## src/rtl/gat_pkg.sv

```systemverilog
// rtl/gat_pkg.sv - shared FSM type and constants for the GAT load/run/readout controller
package gat_pkg;

    // Controller session states; IDLE only after reset, DONE loops back to LOAD on start.
    typedef enum logic [2:0] {
        ST_IDLE   = 3'd0,
        ST_LOAD   = 3'd1,
        ST_RUN_LO = 3'd2,
        ST_RUN_HI = 3'd3,
        ST_DONE   = 3'd4
    } load_state_e;

    // PS addresses are byte addresses; the low BYTE_OFS bits select a byte within a word.
    localparam int BYTE_OFS       = 2;
    localparam int DEFAULT_NUM_CH = 4;

    // States in which a session is in progress (start is illegal, busy is high).
    function automatic logic is_active(load_state_e s);
        return (s == ST_LOAD) || (s == ST_RUN_LO) || (s == ST_RUN_HI);
    endfunction

endpackage

```

## src/rtl/gat_load_ch.sv

```systemverilog
// rtl/gat_load_ch.sv - one write channel: acceptance check, word counter, registered core write
//
// Ports:
//   clk, rst      clock, synchronous active-high reset
//   clear         accepted start: reload length, clear counter and flags
//   load_en       controller is in LOAD (writes may be accepted)
//   len_in        expected word count, captured on clear
//   s_din/s_ena/s_wea/s_addra   PS-side byte-addressed write port
//   m_din/m_wea/m_addra         registered word-addressed core write
//   load_done     counter has reached the captured length
//   err_ch        sticky: a write on this channel was rejected
//   wr_rej        combinational: a write is being rejected this cycle
module gat_load_ch
    import gat_pkg::*;
#(
    parameter int TOP_WIDTH = 32,
    parameter int ADDR_W    = 19,
    parameter int CNT_W     = 20
) (
    input  logic                       clk,
    input  logic                       rst,
    input  logic                       clear,
    input  logic                       load_en,
    input  logic [CNT_W-1:0]           len_in,
    input  logic [TOP_WIDTH-1:0]       s_din,
    input  logic                       s_ena,
    input  logic                       s_wea,
    input  logic [ADDR_W+BYTE_OFS-1:0] s_addra,
    output logic [TOP_WIDTH-1:0]       m_din,
    output logic                       m_wea,
    output logic [ADDR_W-1:0]          m_addra,
    output logic                       load_done,
    output logic                       err_ch,
    output logic                       wr_rej
);

    logic [CNT_W-1:0]     cnt_q, cnt_d;
    logic [CNT_W-1:0]     len_q, len_d;
    logic                 done_q, done_d;
    logic                 err_q, err_d;
    logic                 m_wea_q, m_wea_d;
    logic [ADDR_W-1:0]    m_addra_q, m_addra_d;
    logic [TOP_WIDTH-1:0] m_din_q, m_din_d;
    logic                 wr_req;
    logic                 accept;

    always_comb begin
        wr_req = s_ena & s_wea;
        accept = load_en & wr_req & (s_addra[BYTE_OFS-1:0] == '0) & (cnt_q < len_q);
        wr_rej = wr_req & ~accept;

        cnt_d     = cnt_q;
        len_d     = len_q;
        done_d    = done_q;
        err_d     = err_q;
        m_wea_d   = accept;
        m_addra_d = m_addra_q;
        m_din_d   = m_din_q;

        if (accept) begin
            m_addra_d = s_addra[ADDR_W+BYTE_OFS-1:BYTE_OFS];
            m_din_d   = s_din;
        end

        if (clear) begin
            // A zero length is complete immediately, so done is known on the first LOAD cycle.
            len_d  = len_in;
            cnt_d  = '0;
            done_d = (len_in == '0);
            err_d  = 1'b0;
        end else begin
            if (accept) begin
                cnt_d = cnt_q + 1'b1;
                // Counter only moves up to len, so done is set once and held until the next clear.
                if (cnt_d == len_q) begin
                    done_d = 1'b1;
                end
            end
            if (wr_rej) begin
                err_d = 1'b1;
            end
        end
    end

    always_ff @(posedge clk) begin
        if (rst) begin
            cnt_q     <= '0;
            len_q     <= '0;
            done_q    <= 1'b0;
            err_q     <= 1'b0;
            m_wea_q   <= 1'b0;
            m_addra_q <= '0;
            m_din_q   <= '0;
        end else begin
            cnt_q     <= cnt_d;
            len_q     <= len_d;
            done_q    <= done_d;
            err_q     <= err_d;
            m_wea_q   <= m_wea_d;
            m_addra_q <= m_addra_d;
            m_din_q   <= m_din_d;
        end
    end

    assign m_din     = m_din_q;
    assign m_wea     = m_wea_q;
    assign m_addra   = m_addra_q;
    assign load_done = done_q;
    assign err_ch    = err_q;

endmodule

```

## src/rtl/gat_load_ctrl.sv

```systemverilog
// rtl/gat_load_ctrl.sv - load/run/readout controller between PS BRAM ports and gat_top
//
// Ports:
//   clk, rst                    clock, synchronous active-high reset
//   start, cfg_len              session start pulse and per-channel word counts
//   s_din/s_ena/s_wea/s_addra   NUM_CH PS-side byte-addressed write ports
//   m_din/m_wea/m_addra         NUM_CH registered word-addressed core writes
//   load_done                   per-channel load complete
//   core_start, core_ready      launch pulse to / idle level from gat_top
//   busy, done, err, err_ch     session status and sticky errors
//   rd_en, rd_addrb             feature read request (byte address), honoured in DONE
//   core_addrb, core_dout       feature BRAM address / data (RD_LAT cycles)
//   rd_dout, rd_valid           readback result, one valid cycle per request
module gat_load_ctrl
    import gat_pkg::*;
#(
    parameter int TOP_WIDTH = 32,
    parameter int NUM_CH    = DEFAULT_NUM_CH,
    parameter int ADDR_W    = 19,
    parameter int CNT_W     = 20,
    parameter int RD_ADDR_W = 16,
    parameter int RD_LAT    = 1
) (
    input  logic                                clk,
    input  logic                                rst,
    input  logic                                start,
    input  logic [NUM_CH*CNT_W-1:0]             cfg_len,
    input  logic [NUM_CH*TOP_WIDTH-1:0]         s_din,
    input  logic [NUM_CH-1:0]                   s_ena,
    input  logic [NUM_CH-1:0]                   s_wea,
    input  logic [NUM_CH*(ADDR_W+BYTE_OFS)-1:0] s_addra,
    output logic [NUM_CH*TOP_WIDTH-1:0]         m_din,
    output logic [NUM_CH-1:0]                   m_wea,
    output logic [NUM_CH*ADDR_W-1:0]            m_addra,
    output logic [NUM_CH-1:0]                   load_done,
    output logic                                core_start,
    input  logic                                core_ready,
    output logic                                busy,
    output logic                                done,
    output logic                                err,
    output logic [NUM_CH-1:0]                   err_ch,
    input  logic                                rd_en,
    input  logic [RD_ADDR_W+BYTE_OFS-1:0]       rd_addrb,
    output logic [RD_ADDR_W-1:0]                core_addrb,
    input  logic [TOP_WIDTH-1:0]                core_dout,
    output logic [TOP_WIDTH-1:0]                rd_dout,
    output logic                                rd_valid
);

    load_state_e          state_q, state_d;
    logic                 core_start_q, core_start_d;
    logic                 busy_q, busy_d;
    logic                 done_q, done_d;
    logic                 err_q, err_d;
    logic [RD_ADDR_W-1:0] core_addrb_q, core_addrb_d;
    logic [RD_LAT:0]      rv_q, rv_d;
    logic                 rd_valid_q, rd_valid_d;
    logic [TOP_WIDTH-1:0] rd_dout_q, rd_dout_d;

    logic                 start_ok;
    logic                 rd_issue;
    logic                 load_en;
    logic [NUM_CH-1:0]    ch_rej;
    logic                 unused_rd_lsb;

    assign unused_rd_lsb = ^rd_addrb[BYTE_OFS-1:0];

    assign start_ok = start & ((state_q == ST_IDLE) | (state_q == ST_DONE));
    assign load_en  = (state_q == ST_LOAD);

    for (genvar c = 0; c < NUM_CH; c++) begin : g_ch
        gat_load_ch #(
            .TOP_WIDTH (TOP_WIDTH),
            .ADDR_W    (ADDR_W),
            .CNT_W     (CNT_W)
        ) u_ch (
            .clk       (clk),
            .rst       (rst),
            .clear     (start_ok),
            .load_en   (load_en),
            .len_in    (cfg_len[c*CNT_W +: CNT_W]),
            .s_din     (s_din[c*TOP_WIDTH +: TOP_WIDTH]),
            .s_ena     (s_ena[c]),
            .s_wea     (s_wea[c]),
            .s_addra   (s_addra[c*(ADDR_W+BYTE_OFS) +: ADDR_W+BYTE_OFS]),
            .m_din     (m_din[c*TOP_WIDTH +: TOP_WIDTH]),
            .m_wea     (m_wea[c]),
            .m_addra   (m_addra[c*ADDR_W +: ADDR_W]),
            .load_done (load_done[c]),
            .err_ch    (err_ch[c]),
            .wr_rej    (ch_rej[c])
        );
    end

    always_comb begin
        state_d      = state_q;
        core_start_d = 1'b0;

        case (state_q)
            ST_IDLE: begin
                if (start) state_d = ST_LOAD;
            end
            ST_LOAD: begin
                if (&load_done) begin
                    state_d      = ST_RUN_LO;
                    core_start_d = 1'b1;
                end
            end
            // Wait for the core to drop ready first so a ready left over from a
            // previous run is not mistaken for completion of this one.
            ST_RUN_LO: begin
                if (!core_ready) state_d = ST_RUN_HI;
            end
            ST_RUN_HI: begin
                if (core_ready) state_d = ST_DONE;
            end
            ST_DONE: begin
                if (start) state_d = ST_LOAD;
            end
            default: state_d = ST_IDLE;
        endcase

        busy_d = is_active(state_d);
        done_d = (state_d == ST_DONE);

        if (start_ok) begin
            err_d = 1'b0;
        end else begin
            err_d = err_q | (|ch_rej) | start;
        end

        // Reads are only taken in DONE; once issued they drain regardless of state.
        rd_issue     = rd_en & (state_q == ST_DONE);
        core_addrb_d = rd_issue ? rd_addrb[RD_ADDR_W+BYTE_OFS-1:BYTE_OFS] : core_addrb_q;
        rv_d         = {rv_q[RD_LAT-1:0], rd_issue};
        rd_valid_d   = rv_q[RD_LAT];
        rd_dout_d    = rv_q[RD_LAT] ? core_dout : rd_dout_q;
    end

    always_ff @(posedge clk) begin
        if (rst) begin
            state_q      <= ST_IDLE;
            core_start_q <= 1'b0;
            busy_q       <= 1'b0;
            done_q       <= 1'b0;
            err_q        <= 1'b0;
            core_addrb_q <= '0;
            rv_q         <= '0;
            rd_valid_q   <= 1'b0;
            rd_dout_q    <= '0;
        end else begin
            state_q      <= state_d;
            core_start_q <= core_start_d;
            busy_q       <= busy_d;
            done_q       <= done_d;
            err_q        <= err_d;
            core_addrb_q <= core_addrb_d;
            rv_q         <= rv_d;
            rd_valid_q   <= rd_valid_d;
            rd_dout_q    <= rd_dout_d;
        end
    end

    assign core_start = core_start_q;
    assign busy       = busy_q;
    assign done       = done_q;
    assign err        = err_q;
    assign core_addrb = core_addrb_q;
    assign rd_valid   = rd_valid_q;
    assign rd_dout    = rd_dout_q;

endmodule
```

## config.mk

```make
export PLATFORM = sky130hd
export DESIGN_NAME = gat_load_ctrl
export DESIGN_NICKNAME = d
export VERILOG_FILES = /design/src/rtl/gat_pkg.sv /design/src/rtl/gat_load_ch.sv /design/src/rtl/gat_load_ctrl.sv
export SDC_FILE = /design/constraint.sdc
export NUM_CORES = 1
export LEC_CHECK = 0
export BUFFER_PORTS_ARGS = -buffer_cell sky130_fd_sc_hd__buf_2
export CAP_MARGIN = 15
export CORE_AREA = 2 2 244 246
export CTS_BUF_LIST = sky130_fd_sc_hd__clkbuf_8
export DETAILED_ROUTE_END_ITERATION = 16
export DIE_AREA = 0 0 246 248
export MAX_ROUTING_LAYER = met4
export PLACE_DENSITY_LB_ADDON = 0.08
export SLEW_MARGIN = 20
export SYNTH_ARGS = -nofsm -noshare
export SYNTH_HDL_FRONTEND = slang
export SYNTH_HIERARCHICAL = 1
export SYNTH_SLANG_ARGS = --single-unit
```

## constraint.sdc

```tcl
create_clock -name clk -period 3.3 [get_ports clk]
set_input_delay 0.165 -clock clk [delete_from_list [all_inputs] [get_ports clk]]
set_output_delay 0.165 -clock clk [all_outputs]
set_load 0.05 [all_outputs]
```

# ---- Word-level counts from Yosys, hierarchy flattened
# Index checks and enable logic that the tools add are counted.
dict set report classes {
  reduce_logical 28
  muxes 18
  eq_ne 12
  magnitude_cmp 4
  n_addsub 4
  bitwise_logic 30
}
# cell count
set ops {}
lappend ops {{$add A20 B1 Y20 const B} 4}
lappend ops {{$eq A20 B20 Y1} 4}
lappend ops {{$logic_not A20 Y1} 4}
lappend ops {{$lt A20 B20 Y1} 4}
lappend ops {{$and A1 B1 Y1} 22}
lappend ops {{$reduce_bool A2 Y1} 8}
lappend ops {{$mux W1} 13}
lappend ops {{$eq A3 B2 Y1 const B} 4}
lappend ops {{$mux W3} 4}
lappend ops {{$pmux W3 S4} 1}
lappend ops {{$logic_not A2 Y1} 4}
lappend ops {{$reduce_and A2 Y1} 4}
lappend ops {{$eq A3 B1 Y1 const B} 2}
lappend ops {{$eq A3 B3 Y1 const B} 2}
lappend ops {{$reduce_or A2 Y1} 3}
lappend ops {{$not A1 Y1} 5}
lappend ops {{$reduce_and A4 Y1} 1}
lappend ops {{$reduce_or A4 Y1} 1}
lappend ops {{$logic_not A3 Y1} 1}
lappend ops {{$or A1 B1 Y1} 3}
lappend ops {{$logic_or A1 B1 Y1} 2}
dict set report totals {
  regBits 434
  elab_cells 133
  input_bits 355
}

# ---- Logic depth before layout (Yosys ltp)
# Gate-level depths: netlist (run 1).
dict set report depth {
  depth_word 9
  depth_mapped 13
  ltp_nobuf 11
}

# ---- Modules after synthesis
# Netlist (run 1), hierarchy kept.
# module area_per_inst_um2 instances cells_per_inst
set modules_own_cells {}
lappend modules_own_cells {gat_load_ch 4559.4 4 566}
lappend modules_own_cells {gat_load_ctrl 2108.3 1 211}

# ---- Worst setup path before layout (run 1)
# OpenSTA, ideal clock, no wires.
dict set report synth_timing {
  path_type {reg-to-reg}
  startpoint {register state_q[0]}
  endpoint {register err_q, in the netlist err}
  path_buffers 1
  arrival_ns 2.764
  path_stages_with_launch 11
  setup_time_ns 0.120
  required_ns 3.180
  slack_ns 0.416
  path_cell_list {dfxtp_1 -> nor3b_1 -> nand2b_1 -> nor4_1 -> nand4_1 -> nor2_1 -> clkbuf_1 -> nor2_1 -> or4_1 -> nor3_1 -> nor3_1}
}
dict set report synth_between {
  elab_chain_cells 9
  elab_cells_between_ends 29
  classes_between {2 x eq/ne; 24 x bitwise; 3 x reduce/logical}
}
# element line
set synth_lines {}
lappend synth_lines {{from (decl)} gat_load_ctrl.sv:50} ;# load_state_e state_q, state_d;
lappend synth_lines {{from (signal assigned)} gat_load_ctrl.sv:152} ;# state_q <= state_d;
lappend synth_lines {{$eq A3 B1 Y1} gat_load_ctrl.sv:69} ;# assign load_en = (state_q == ST_LOAD);
lappend synth_lines {{named net load_en} gat_load_ctrl.sv:62} ;# logic load_en;
lappend synth_lines {{$and A1 B1 Y1 (3 in series)} gat_load_ch.sv:49} ;# accept = load_en & wr_req & (s_addra[BYTE_OFS-1:0] == '0) & (cnt_q < len_q);
lappend synth_lines {{$not A1 Y1} gat_load_ch.sv:50} ;# wr_rej = wr_req & ~accept;
lappend synth_lines {{$and A1 B1 Y1} gat_load_ch.sv:50}
lappend synth_lines {{named net ch_rej[0]} gat_load_ctrl.sv:63} ;# logic [NUM_CH-1:0] ch_rej;
lappend synth_lines {{$reduce_or A4 Y1} gat_load_ctrl.sv:129} ;# err_d = err_q | (|ch_rej) | start;
lappend synth_lines {{$or A1 B1 Y1 (2 in series)} gat_load_ctrl.sv:129}
lappend synth_lines {{to (signal assigned)} gat_load_ctrl.sv:156} ;# err_q <= err_d;
lappend synth_lines {{to (decl)} gat_load_ctrl.sv:54} ;# logic err_q, err_d;
# The timed path passes the listed nets, and every way through them passes these cells.
# A chain may end at the register's enable or synchronous reset.

# ---- Worst setup path after layout (run 1)
dict set report layout_timing {
  startpoint {register g_ch[0].u_ch.len_q[7]}
  endpoint {register g_ch[0].u_ch.err_q}
}
dict set report layout_between {
  elab_chain_cells 4
}
# element line
set layout_lines {}
lappend layout_lines {{from (decl)} gat_load_ch.sv:38} ;# logic [CNT_W-1:0] len_q, len_d;
lappend layout_lines {{from (signal assigned)} gat_load_ch.sv:96} ;# len_q <= len_d;
lappend layout_lines {{$lt A20 B20 Y1} gat_load_ch.sv:49}
lappend layout_lines {{$and A1 B1 Y1} gat_load_ch.sv:49}
lappend layout_lines {{$not A1 Y1} gat_load_ch.sv:50}
lappend layout_lines {{$and A1 B1 Y1} gat_load_ch.sv:50}
lappend layout_lines {{to (signal assigned)} gat_load_ch.sv:98} ;# err_q <= err_d;
lappend layout_lines {{to (decl)} gat_load_ch.sv:40} ;# logic err_q, err_d;
# Every way passes these cells.

==> results.py, run 1 <==
metrics = {
    "clock_network": {
        "htreeDepth": 3,
        "clk_path_buf_depth": 3,
        "cts_made_buffers": 83,
        "cts_tree": "done",
        "clock-sinks": 434,
        "clk_latency_ps": 660,
        "clockRootBuffer": "clkbuf_8",
        "clk_pin_slew_ps": 60,
    },
    "synthesis": {
        "yosysTopAreaCell": "dfxtp_1",
        "ys_seq_area_share_pct": 42.7,
        "synthCells": 2475,
        "synth_flop_cell": "dfxtp_1",
        "synthTopCellsByCount": "499 x nand2_1, 434 x dfxtp_1, 284 x a21oi_1",
        "synthesis.area_um2": 20300,
        "synth_edf_count": 0,
        "synth.avg_cell_area_um2": 8.22,
        "yosysMostFrequentCell": "nand2_1",
        "synthesis.nets": 2914,
        "ys_ff_latch": 434,
        "synth_top_area_share_pct": 42.7,
        "yosys.cell_types.count": 55,
        "synth-async-reset-ratio_pct": 0,
        "yosys_warnings": 6,
        "synthTopCellsByArea": "dfxtp_1 43%, nand2_1 9.2%, a21oi_1 7.0%, xnor2_1 6.0%, mux2i_1 5.9%",
    },
    "timing": {
        "tightest_slew_ps": 986,
        "layout_worst_path_cycle_share_pct": 92.5,
        "max_freq_mhz": 328,
        "timing.final.hold_violations": 0,
        "setup_viol": 0,
        "relSlewSlack_pct": 34.2,
        "drv_slew": 0,
        "rsz0062_at_grt": "no",
        "fin_tns_setup_ps": 0,
        "clock-skew-final_ps": 27.2,
        "min_period_ps": 3050,
    },
    "floorplanning": {
        "fp.coreArea_um2": 58500,
        "die-area_um2": 61000,
        "die_h_um": 248,
        "die_w_um": 246,
        "row_count": 89,
        "start_util_pct": 34.8,
        "num_io_pins": 624,
    },
    "worst_setup_path": {
        "slowest_stage": "o211a_1",
        "rr_worst_depth": 9,
        "crit_type": "reg -> reg",
        "critPathMaxStageDelay_ps": 570,
        "rr_endpoint": "g_ch[0].u_ch/err_ch",
        "rr_startpoint": "g_ch[0].u_ch/len_q[7]",
        "regToRegSetupSlack_ps": 250,
        "setup.worst_path.start_class": "flop",
        "arrival_ps": 3650,
        "cp-end-kind": "flop",
        "cp_max_fo": 17,
        "crit_required_ps": 3900,
        "crit_chain": "inv_1, ha_1, nand4_1, a211oi_1, o211a_1, or2_2, a31oi_1, dlygate4sd3_1, nor2_1",
    },
    "routing": {
        "wl_um": 71700,
        "drt_iter0_markers": 1058,
        "route.vias.total": 20842,
        "vias_per_cell": 4.84,
        "wl_per_cell_um": 16.7,
        "dr.pass1.iters": 5,
        "drc": 0,
        "drtAntennaViolNets": 0,
    },
    "finish": {
        "drive_gt1_share_pct": 24.8,
        "final_util_pct": 51.2,
        "layout.cells.non_filler": 4306,
        "fin_area_um2": 30000,
        "nets": 3896,
        "synthToLayoutAreaGrowth_pct": 47.2,
    },
    "placed_design": {
        "port_buffers": 621,
        "placed_cell_area_um2": 24200,
        "dp_hpwl_um": 50700,
        "placedCellCount": 3762,
        "gp_congestion": 0.899,
    },
    "min_path": {
        "worstHoldPathCells": 4,
        "min_from": "rd_en",
        "hp-class": "in -> reg",
        "min_to": "rv_q[0]",
    },
    "status": {
        "status": "finished clean",
    },
    "pwr": {
        "p_leak_nw": 12.6,
        "powerDensity_nw_per_um2": 428,
        "vdd_ir_drop_max_mv": 0.329,
    },
    "global_route": {
        "antenna_found_initial": 8,
        "grt_start_max_net_pins": 66,
        "overflow": 0,
        "grt_pass1_vias": 20568,
        "grt_pass1_wl_um": 110000,
        "grtUsageTotal_pct": 23.1,
    },
    "job": {
        "drv_cap": 0,
    },
}
## worst max-delay path by stage
stage / cells past startpoint / endpoint / slack [ps] / start
after global placement: 9 / g_ch[0].u_ch/cnt_q[14] / 480 / g_ch[0].u_ch/cnt_q[17]
after detailed placement: 9 / g_ch[0].u_ch/cnt_q[14] / 440 / state_q[0]
after CTS: 10 / g_ch[3].u_ch/m_din[24] / 90 / g_ch[3].u_ch/len_q[7]
final: 9 / g_ch[0].u_ch/err_ch / 250 / g_ch[0].u_ch/len_q[7]
after global routing: 9 / g_ch[0].u_ch/err_ch / 60 / g_ch[0].u_ch/len_q[7]
after floorplan: 10 / err / 420 / state_q[0]
## where the power goes
part           internal, W  total, W  switching, W
logic             0.000740   0.00147      0.000734
clock network      0.00343   0.00590       0.00246
registers          0.00534   0.00545      0.000106
total              0.00951    0.0128       0.00330
## critical path, delay by kind of cell (launching register included)
| family | cells | cell delay, ps |
|---|---|---|
| adder cells (fa/ha/maj) | 1 | 330 |
| AND/OR/NAND/NOR | 3 | 550 |
| AO/OA/AOI/OAI | 3 | 1060 |
| buffers and inverters | 2 | 670 |
| flip-flops | 1 | 390 |
## layout make-up
cell class                 count  area [um^2]
sequential                   434         8690
inverter                      84          315
multi-input combinational   1803        10700
tap                          773          967
antenna                        6         15.0
fill                        5564        28500
timing repair buffer        1051         7380
clock buffer                 104         1430
clock inverter                51          449
## sequential cells by signal, indices dropped and copies added (netlist names)
signal               count
g_ch.u_ch/load_done      4
busy                     1
rv_q                     2
rd_dout                 32
rd_valid                 1
g_ch.u_ch/m_addra       76
done                     1
g_ch.u_ch/m_wea          4
g_ch.u_ch/cnt_q         80
g_ch.u_ch/m_din        128
core_start               1
g_ch.u_ch/len_q         80
g_ch.u_ch/err_ch         4
core_addrb              16
state_q                  3
err                      1
## kinds of logic (layout without fill, tap and decap cells)
| group | count (synthesis) | count (layout) | synth area share, % |
|---|---|---|---|
| AND/OR/NAND/NOR | 1025 | 1025 | 23.0 |
| flip-flops | 434 | 434 | 42.7 |
| AO/OA/AOI/OAI | 398 | 398 | 10.6 |
| buffers and inverters | 238 | 1290 | 4.99 |
| XOR/XNOR | 172 | 172 | 7.40 |
| multiplexers | 124 | 124 | 6.13 |
| adder cells (fa/ha/maj) | 84 | 84 | 5.17 |
| other | 0 | 6 | 0 |
## per-stage QoR
step / setup WS [ps] / hold WS (ps) / power (W)
after floorplan: 416 / 292 / 0.00618
after global placement: 480 / 403 / 0.00665
after detailed placement: 441 / 410 / 0.00666
after CTS: 92.7 / 44.6 / 0.0130
after global routing: 57.0 / 71.8 / 0.0134
final: 248 / 114 / 0.0128
## what timing repair did
item / 4_1_cts / 5_1_grt
hold endpoints to repair: 346 / 0
setup buffers: 0 / 7
endpoints found under the setup margin: 0 / 16
hold buffers: 376 / 0
resized for setup: 0 / 6
## cell usage in the layout, fill, tap and decap left out, types with 5 or more instances in the layout
cell type      netlist  layout
diode_2              0       6
nand2_1            499     499
nor2b_1             15      15
or3_1                8       8
nor4_1              40      40
or4_1                5       5
xor2_1              32      32
dfxtp_1            434     431
and3_1               8       8
buf_2               18     620
a211oi_1            10      10
nor3_1              54      54
a21oi_1            284     284
nand3_1             48      48
a21oi_2             10      10
ha_1                84      84
nor2_1             207     203
and4_1               8       8
or3_2                8       8
clkinv_2             0      17
nand4_1             61      61
inv_1               84     102
mux2i_1            120     120
buf_4                6      46
nand2b_1             8       8
buf_12               1       7
nor3b_1             11      10
xnor2_1            140     140
a31oi_1              8       8
dlygate4sd3_1        0     376
a21o_1               8       8
o31ai_1              8       8
bufinv_16            0       7
or3b_1               5       5
o21ai_0             56      56
clkbuf_8             0     104
## layer usage
layer | GRT usage [%] | vias up | part of all wire (%)
met2 | 38.6 | 639 | 49
met3 | 4.69 | 142 | 5.5
met4 | 7.27 | 0 | 2.6
li1 | - | 10347 | -
met1 | 27.9 | 9714 | 43
met5 | - | - | 0
Power figures use the tool's default switching activity.
==> run 2, diff against run 1 <==
--- a/config.mk
+++ b/config.mk
@@ -5,12 +5,13 @@
 export SDC_FILE = /design/constraint.sdc
 export NUM_CORES = 1
 export LEC_CHECK = 0
+export ABC_AREA = 1
 export BUFFER_PORTS_ARGS = -buffer_cell sky130_fd_sc_hd__buf_2
 export CAP_MARGIN = 15
-export CORE_AREA = 2 2 244 246
+export CORE_AREA = 2 2 241 243
 export CTS_BUF_LIST = sky130_fd_sc_hd__clkbuf_8
 export DETAILED_ROUTE_END_ITERATION = 16
-export DIE_AREA = 0 0 246 248
+export DIE_AREA = 0 0 243 245
 export MAX_ROUTING_LAYER = met4
 export PLACE_DENSITY_LB_ADDON = 0.08
 export SLEW_MARGIN = 20
==> run 2 against run 1 <==
  * Synthesized area increased by 3.3%
  * Combinational power increased by 8%
  * Hold slack improved by 27 ps
  * Non-clock buffer count decreased by 57
  * Total power decreased by 1.6%
  * Sequential power increased by 0.7%
  * Die area decreased by 2.4%
  * Register-to-register slack improved by 40 ps
  * Wire length increased by 3.5%
  * Cell area increased by 0.30%
  * Largest power group unchanged
  * Sequential share of layout area decreased by 0.10 points
==> results.py, run 2 <==
metrics = {
    "synthesis": {
        "synthTopCellsByCount": "615 x nor2_1, 438 x nand2_1, 434 x dfxtp_1",
        "synthMuxAreaShare_pct": 0,
        "synth_flop_cell": "dfxtp_1",
        "synth.avg_cell_area_um2": 7.03,
        "synthesis.nets": 3431,
        "synthXorXnorAreaFrac_pct": 0,
        "yosys.cell_types.count": 33,
        "synth_edf_count": 0,
        "synthesis.area_um2": 21000,
        "synth-async-reset-ratio_pct": 0,
        "synth_top_area_share_pct": 41.3,
        "yosysTopAreaCell": "dfxtp_1",
        "ys_ff_latch": 434,
        "synth_compound_area_share_pct": 16.8,
        "synth_top_family_by_area": "simple AND/OR/NAND/NOR gates",
        "yosys_warnings": 6,
        "yosys.area_share.simple_pct": 28.9,
        "synthAdderAreaFrac_pct": 5.00,
        "synthCells": 2992,
        "yosysMostFrequentCell": "nor2_1",
        "synthTopCellsByArea": "dfxtp_1 41%, nor2_1 11%, o21ai_0 9.5%, nand2_1 7.8%, inv_1 5.2%",
        "ys_seq_area_share_pct": 41.3,
    },
    "placed_design": {
        "gp_congestion": 0.908,
        "port_buffers": 621,
        "dp_hpwl_um": 51900,
        "placed_cell_area_um2": 24800,
    },
    "timing": {
        "tightest_slew_ps": 1030,
        "max_freq_mhz": 332,
        "setup_viol": 0,
        "layout_worst_path_cycle_share_pct": 91.4,
        "drv_slew": 0,
        "relSlewSlack_pct": 31.1,
        "rsz0062_at_grt": "no",
        "timing.final.hold_violations": 0,
        "clock-skew-final_ps": 44.9,
        "min_period_ps": 3020,
        "fin_tns_setup_ps": 0,
    },
    "finish": {
        "layout_commonest_cell": "buf_2",
        "ff_latch_area_um2": 8690,
        "final_cell_mix": "621 x buf_2, 615 x nor2_1, 438 x nand2_1",
        "largest_reg_flops": 128,
        "drive_gt1_share_pct": 21.7,
        "fin_area_um2": 30000,
        "final_util_pct": 52.7,
        "nFillCells": 5616,
        "multi_input_area_um2": 10700,
        "synthToLayoutAreaGrowth_pct": 42.9,
        "nets": 4387,
    },
    "worst_setup_path": {
        "rr_worst_depth": 15,
        "timing.critical_path.from": "g_ch[1].u_ch/len_q[18]",
        "rr_startpoint": "g_ch[1].u_ch/len_q[18]",
        "cp-end-kind": "flop",
        "setup.worst_path.start_class": "flop",
        "regToRegSetupSlack_ps": 280,
        "crit_type": "reg -> reg",
        "cp_max_fo": 23,
        "crit_required_ps": 3880,
        "arrival_ps": 3600,
        "rr_endpoint": "err",
        "crit_path_end": "err",
    },
    "global_route": {
        "grt_pass1_vias": 23104,
        "grtUsageTotal_pct": 24.7,
        "grt_pass1_wl_um": 117000,
        "overflow": 0,
        "grt_start_max_net_pins": 91,
        "antenna_found_initial": 5,
    },
    "clock_network": {
        "clk_path_buf_depth": 3,
        "cts_setup_buffers": 0,
        "clk_latency_ps": 680,
        "htreeDepth": 3,
        "clock-sinks": 434,
        "clockRootBuffer": "clkbuf_8",
        "cts_made_buffers": 82,
        "clk_pin_slew_ps": 60,
        "cts_tree": "done",
    },
    "floorplanning": {
        "die_h_um": 245,
        "die_w_um": 243,
        "fp.coreArea_um2": 57000,
        "die-area_um2": 59500,
        "num_io_pins": 624,
        "row_count": 88,
        "start_util_pct": 36.9,
    },
    "pwr": {
        "powerDensity_nw_per_um2": 420,
        "vdd_ir_drop_max_mv": 0.362,
        "fin_total_pwr_w": 0.0126,
        "p_leak_nw": 14.8,
    },
    "job": {
        "drv_cap": 0,
    },
    "status": {
        "status": "finished clean",
    },
    "routing": {
        "wl_um": 74200,
        "dr.pass1.iters": 6,
        "drc": 0,
        "drtAntennaViolNets": 0,
        "wl_per_cell_um": 15.5,
        "route.vias.total": 23373,
        "drt_iter0_markers": 1420,
        "vias_per_cell": 4.89,
    },
    "min_path": {
        "min_from": "rd_en",
        "hp-class": "in -> reg",
    },
}
run 2: per-stage QoR:
step / hold slack (ps) / cells / setup WS [ps]
CTS: 79.1 / 4775 / 107
global route: 134 / 4780 / 13.0
global placement: 385 / 4281 / 611
detailed placement: 391 / 4281 / 517
floorplan: 237 / 2992 / 1330
finish: 141 / 4781 / 284
run 2: worst min path at each step:
| stage | end | slack [ps] | depth (start not counted) |
|---|---|---|---|
| 2_1_floorplan | g_ch[0].u_ch/m_wea | 240 | 1 |
| 3_5_place_dp | g_ch[2].u_ch/m_addra[5] | 390 | 3 |
| 5_1_grt | rv_q[0] | 130 | 3 |
| 3_3_place_gp | g_ch[0].u_ch/m_din[11] | 390 | 3 |
| 6_report | rv_q[0] | 140 | 3 |
| 4_1_cts | rv_q[0] | 80 | 3 |
run 2: repair_timing:
action / in CTS / in global routing
endpoints found under the setup margin: 0 / 3
gates resized for setup: 0 / 3
hold endpoints to repair: 348 / 0
hold buffers: 347 / 0
run 2: power by group:
part / internal (W) / total, W / switching, W
logic: 0.000703 / 0.00159 / 0.000888
registers: 0.00539 / 0.00549 / 0.000102
clock network: 0.00307 / 0.00553 / 0.00246
total: 0.00916 / 0.0126 / 0.00345
run 2: layer usage:
metal / GRT usage, % / up-vias / part of all wire [%]
met4: 8.57 / 0 / 3.1
met2: 41.1 / 670 / 48
met5: - / - / 0
met3: 4.05 / 160 / 4.9
met1: 30.3 / 10793 / 44
li1: - / 11750 / -
run 2: area by class of cell:
type | count | area share, %
diodes | 5 | 0.0416
clock buffers | 110 | 5.04
clock inverters | 37 | 0.746
inverters | 300 | 3.77
multi-input cells | 2136 | 35.6
flip-flops and latches | 434 | 28.9
well taps | 765 | 3.19
repair buffers | 994 | 22.7
run 2: cells by family after synthesis:
kind of cell | count (synthesis)
AO/OA/AOI/OAI | 669
adder cells (fa/ha/maj) | 84
AND/OR/NAND/NOR | 1382
flip-flops | 434
buffers and inverters | 423
run 2: worst max-delay path, stage by stage (launching register included):
cell and delay (ps):
dfxtp_1 390, inv_1 80, ha_1 280, nand2_1 50
inv_1 70, nand3_1 100, nor2_1 190, nand3_1 100
a21oi_1 220, nor2_4 100, inv_6 170, nand3_1 90
dlygate4sd3_1 570, inv_1 260, nor2_1 80, a21oi_1 150
==> run 3, diff against run 2 <==
--- a/config.mk
+++ b/config.mk
@@ -5,13 +5,12 @@
 export SDC_FILE = /design/constraint.sdc
 export NUM_CORES = 1
 export LEC_CHECK = 0
-export ABC_AREA = 1
 export BUFFER_PORTS_ARGS = -buffer_cell sky130_fd_sc_hd__buf_2
 export CAP_MARGIN = 15
-export CORE_AREA = 2 2 241 243
+export CORE_AREA = 2 2 244 246
 export CTS_BUF_LIST = sky130_fd_sc_hd__clkbuf_8
 export DETAILED_ROUTE_END_ITERATION = 16
-export DIE_AREA = 0 0 243 245
+export DIE_AREA = 0 0 246 248
 export MAX_ROUTING_LAYER = met4
 export PLACE_DENSITY_LB_ADDON = 0.08
 export SLEW_MARGIN = 20
==> constraint.sdc (replaced) <==
create_clock -name clk -period 3.4 [get_ports clk]
set_input_delay 0.17 -clock clk [delete_from_list [all_inputs] [get_ports clk]]
set_output_delay 0.17 -clock clk [all_outputs]
set_load 0.05 [all_outputs]
==> run 3 against run 2 <==
  * Wire length fell by 3.9%
  * Global-route usage shrank 1.4 points
  * Sequential share of layout area increased by 0.17 points
  * Cell area is 0.57% lower
  * Combinational power is 11% lower
  * Count of clock-buffer cells in the layout down 2
  * Maximum frequency shrank 3.9%
  * Via count shrank 11%
  * Total power shrank 3.7%
  * Clock skew rose by 2.5 ps
  * Worst setup slack worse by 22 ps
  * Final cell count decreased by 10%
==> results.py, run 3 (synthesis gave the netlist of run 1 again) <==
metrics = {
    "min_path": {
        "hp-class": "in -> reg",
        "min_from": "rd_en",
        "worstHoldPathCells": 4,
        "min_to": "rv_q[0]",
    },
    "status": {
        "status": "finished clean",
    },
    "timing": {
        "tightest_slew_ps": 982,
        "setup_viol": 0,
        "layout_worst_path_cycle_share_pct": 92.3,
        "rsz0062_at_grt": "no",
        "drv_slew": 0,
        "fin_tns_setup_ps": 0,
        "setup_slack_ps": 262,
        "clock-skew-final_ps": 47.4,
        "timing.final.hold_violations": 0,
        "max_freq_mhz": 319,
        "min_period_ps": 3140,
        "relSlewSlack_pct": 34.5,
    },
    "clock_network": {
        "clk_path_buf_depth": 3,
        "clk_latency_ps": 670,
        "clock-sinks": 434,
        "cts_made_buffers": 81,
        "clockRootBuffer": "clkbuf_8",
        "cts_tree": "done",
        "clk_pin_slew_ps": 60,
        "htreeDepth": 3,
    },
    "routing": {
        "drc": 0,
        "drtAntennaViolNets": 0,
        "vias_per_cell": 4.85,
        "route.vias.total": 20834,
        "wl_um": 71300,
        "dr.pass1.iters": 5,
        "wl_per_cell_um": 16.6,
        "drt_iter0_markers": 1106,
    },
    "worst_setup_path": {
        "setup.worst_path.start_class": "flop",
        "cp-end-kind": "flop",
        "arrival_ps": 3690,
        "rr_endpoint": "g_ch[2].u_ch/m_din[14]",
        "rr_worst_depth": 10,
        "crit_required_ps": 3950,
        "regToRegSetupSlack_ps": 260,
        "crit_type": "reg -> reg",
        "cp_max_fo": 53,
        "rr_startpoint": "state_q[0]",
    },
    "finish": {
        "largest_reg_flops": 128,
        "nets": 3897,
        "fin_area_um2": 29900,
        "final_cell_mix": "620 x buf_2, 499 x nand2_1, 433 x dfxtp_1",
        "drive_gt1_share_pct": 24.0,
        "synthToLayoutAreaGrowth_pct": 46.8,
        "layout_commonest_cell": "buf_2",
        "nFillCells": 5618,
    },
    "floorplanning": {
        "start_util_pct": 34.8,
        "fp.coreArea_um2": 58500,
        "row_count": 89,
        "die_w_um": 246,
        "die-area_um2": 61000,
        "die_h_um": 248,
        "num_io_pins": 624,
    },
    "pwr": {
        "p_leak_nw": 12.6,
        "vdd_ir_drop_max_mv": 0.278,
        "powerDensity_nw_per_um2": 407,
    },
    "global_route": {
        "grt_start_max_net_pins": 70,
        "grt_pass1_vias": 20918,
        "antenna_found_initial": 6,
        "grt_pass1_wl_um": 111000,
        "grtUsageTotal_pct": 23.2,
        "overflow": 0,
    },
    "placed_design": {
        "post-place-ws_ps": 484,
        "gp_congestion": 0.864,
        "placed_cell_area_um2": 24100,
        "dp_hpwl_um": 50300,
        "port_buffers": 621,
    },
    "job": {
        "drv_cap": 0,
    },
}
==> run 3: layout make-up <==
class	count	area [um^2]	share of cell area, %
Clock inverter	38	267	0.892
Clock buffer	108	1490	4.98
Multi-Input combinational cell	1803	10700	35.8
Tap cell	773	967	3.24
Sequential cell	434	8690	29.1
Antenna cell	6	15.0	0.0503
Inverter	84	315	1.06
Timing Repair Buffer	1054	7430	24.9
==> run 3: how the worst max path moves through the flow <==
| stage | endpoint | cells after the start | slack (ps) | start |
|---|---|---|---|---|
| 3_3_place_gp | g_ch[1].u_ch/load_done | 9 | 510 | state_q[0] |
| 4_1_cts | g_ch[3].u_ch/m_din[28] | 10 | 170 | g_ch[3].u_ch/len_q[7] |
| 2_1_floorplan | err | 10 | 520 | state_q[0] |
| 5_1_grt | g_ch[2].u_ch/m_din[14] | 10 | 20 | state_q[0] |
| 6_report | g_ch[2].u_ch/m_din[14] | 10 | 260 | state_q[0] |
| 3_5_place_dp | g_ch[1].u_ch/load_done | 9 | 480 | state_q[0] |
==> run 3: power by group <==
group	switching, W	leakage [nW]	internal, W
clock network	0.00236	0.989	0.00308
registers	0.000105	3.51	0.00518
logic	0.000702	8.10	0.000721
==> run 3: repair_timing <==
action,in CTS,in global routing
setup buffers,0,3
hold endpoints to repair,346,0
hold buffers,394,0
endpoints found under the setup margin,0,14
gates resized for setup,0,2
==> run 3: per-layer routing <==
layer	vias up	track usage (%)	part of all wire (%)
li1	10371	-	-
met1	9692	27.4	43
met2	631	38.3	48
met3	140	5.31	6.3
met4	0	8.98	2.9
met5	-	-	0
==> run 3: worst max-delay path: stages, from the launching register on <==
cell	delay (ps)
dfxtp_1	480
nor3b_2	250
buf_4	190
nand2b_1	60
nor4_1	220
nand4_1	350
or2_2	510
buf_12	210
nand2_1	100
a21oi_1	60
dlygate4sd3_1	570
==> run 3: per-stage QoR <==
stage / hold slack [ps] / cells / power [W] / utilization [%]
after floorplan: 297 / 2475 / 0.00599 / -
after global placement: 408 / 3751 / 0.00644 / 41.3
after detailed placement: 415 / 3751 / 0.00646 / 41.3
after CTS: 69.6 / 4291 / 0.0123 / 51.0
after global routing: 125 / 4300 / 0.0127 / 51.1
final: 127 / 4300 / 0.0121 / 51.1
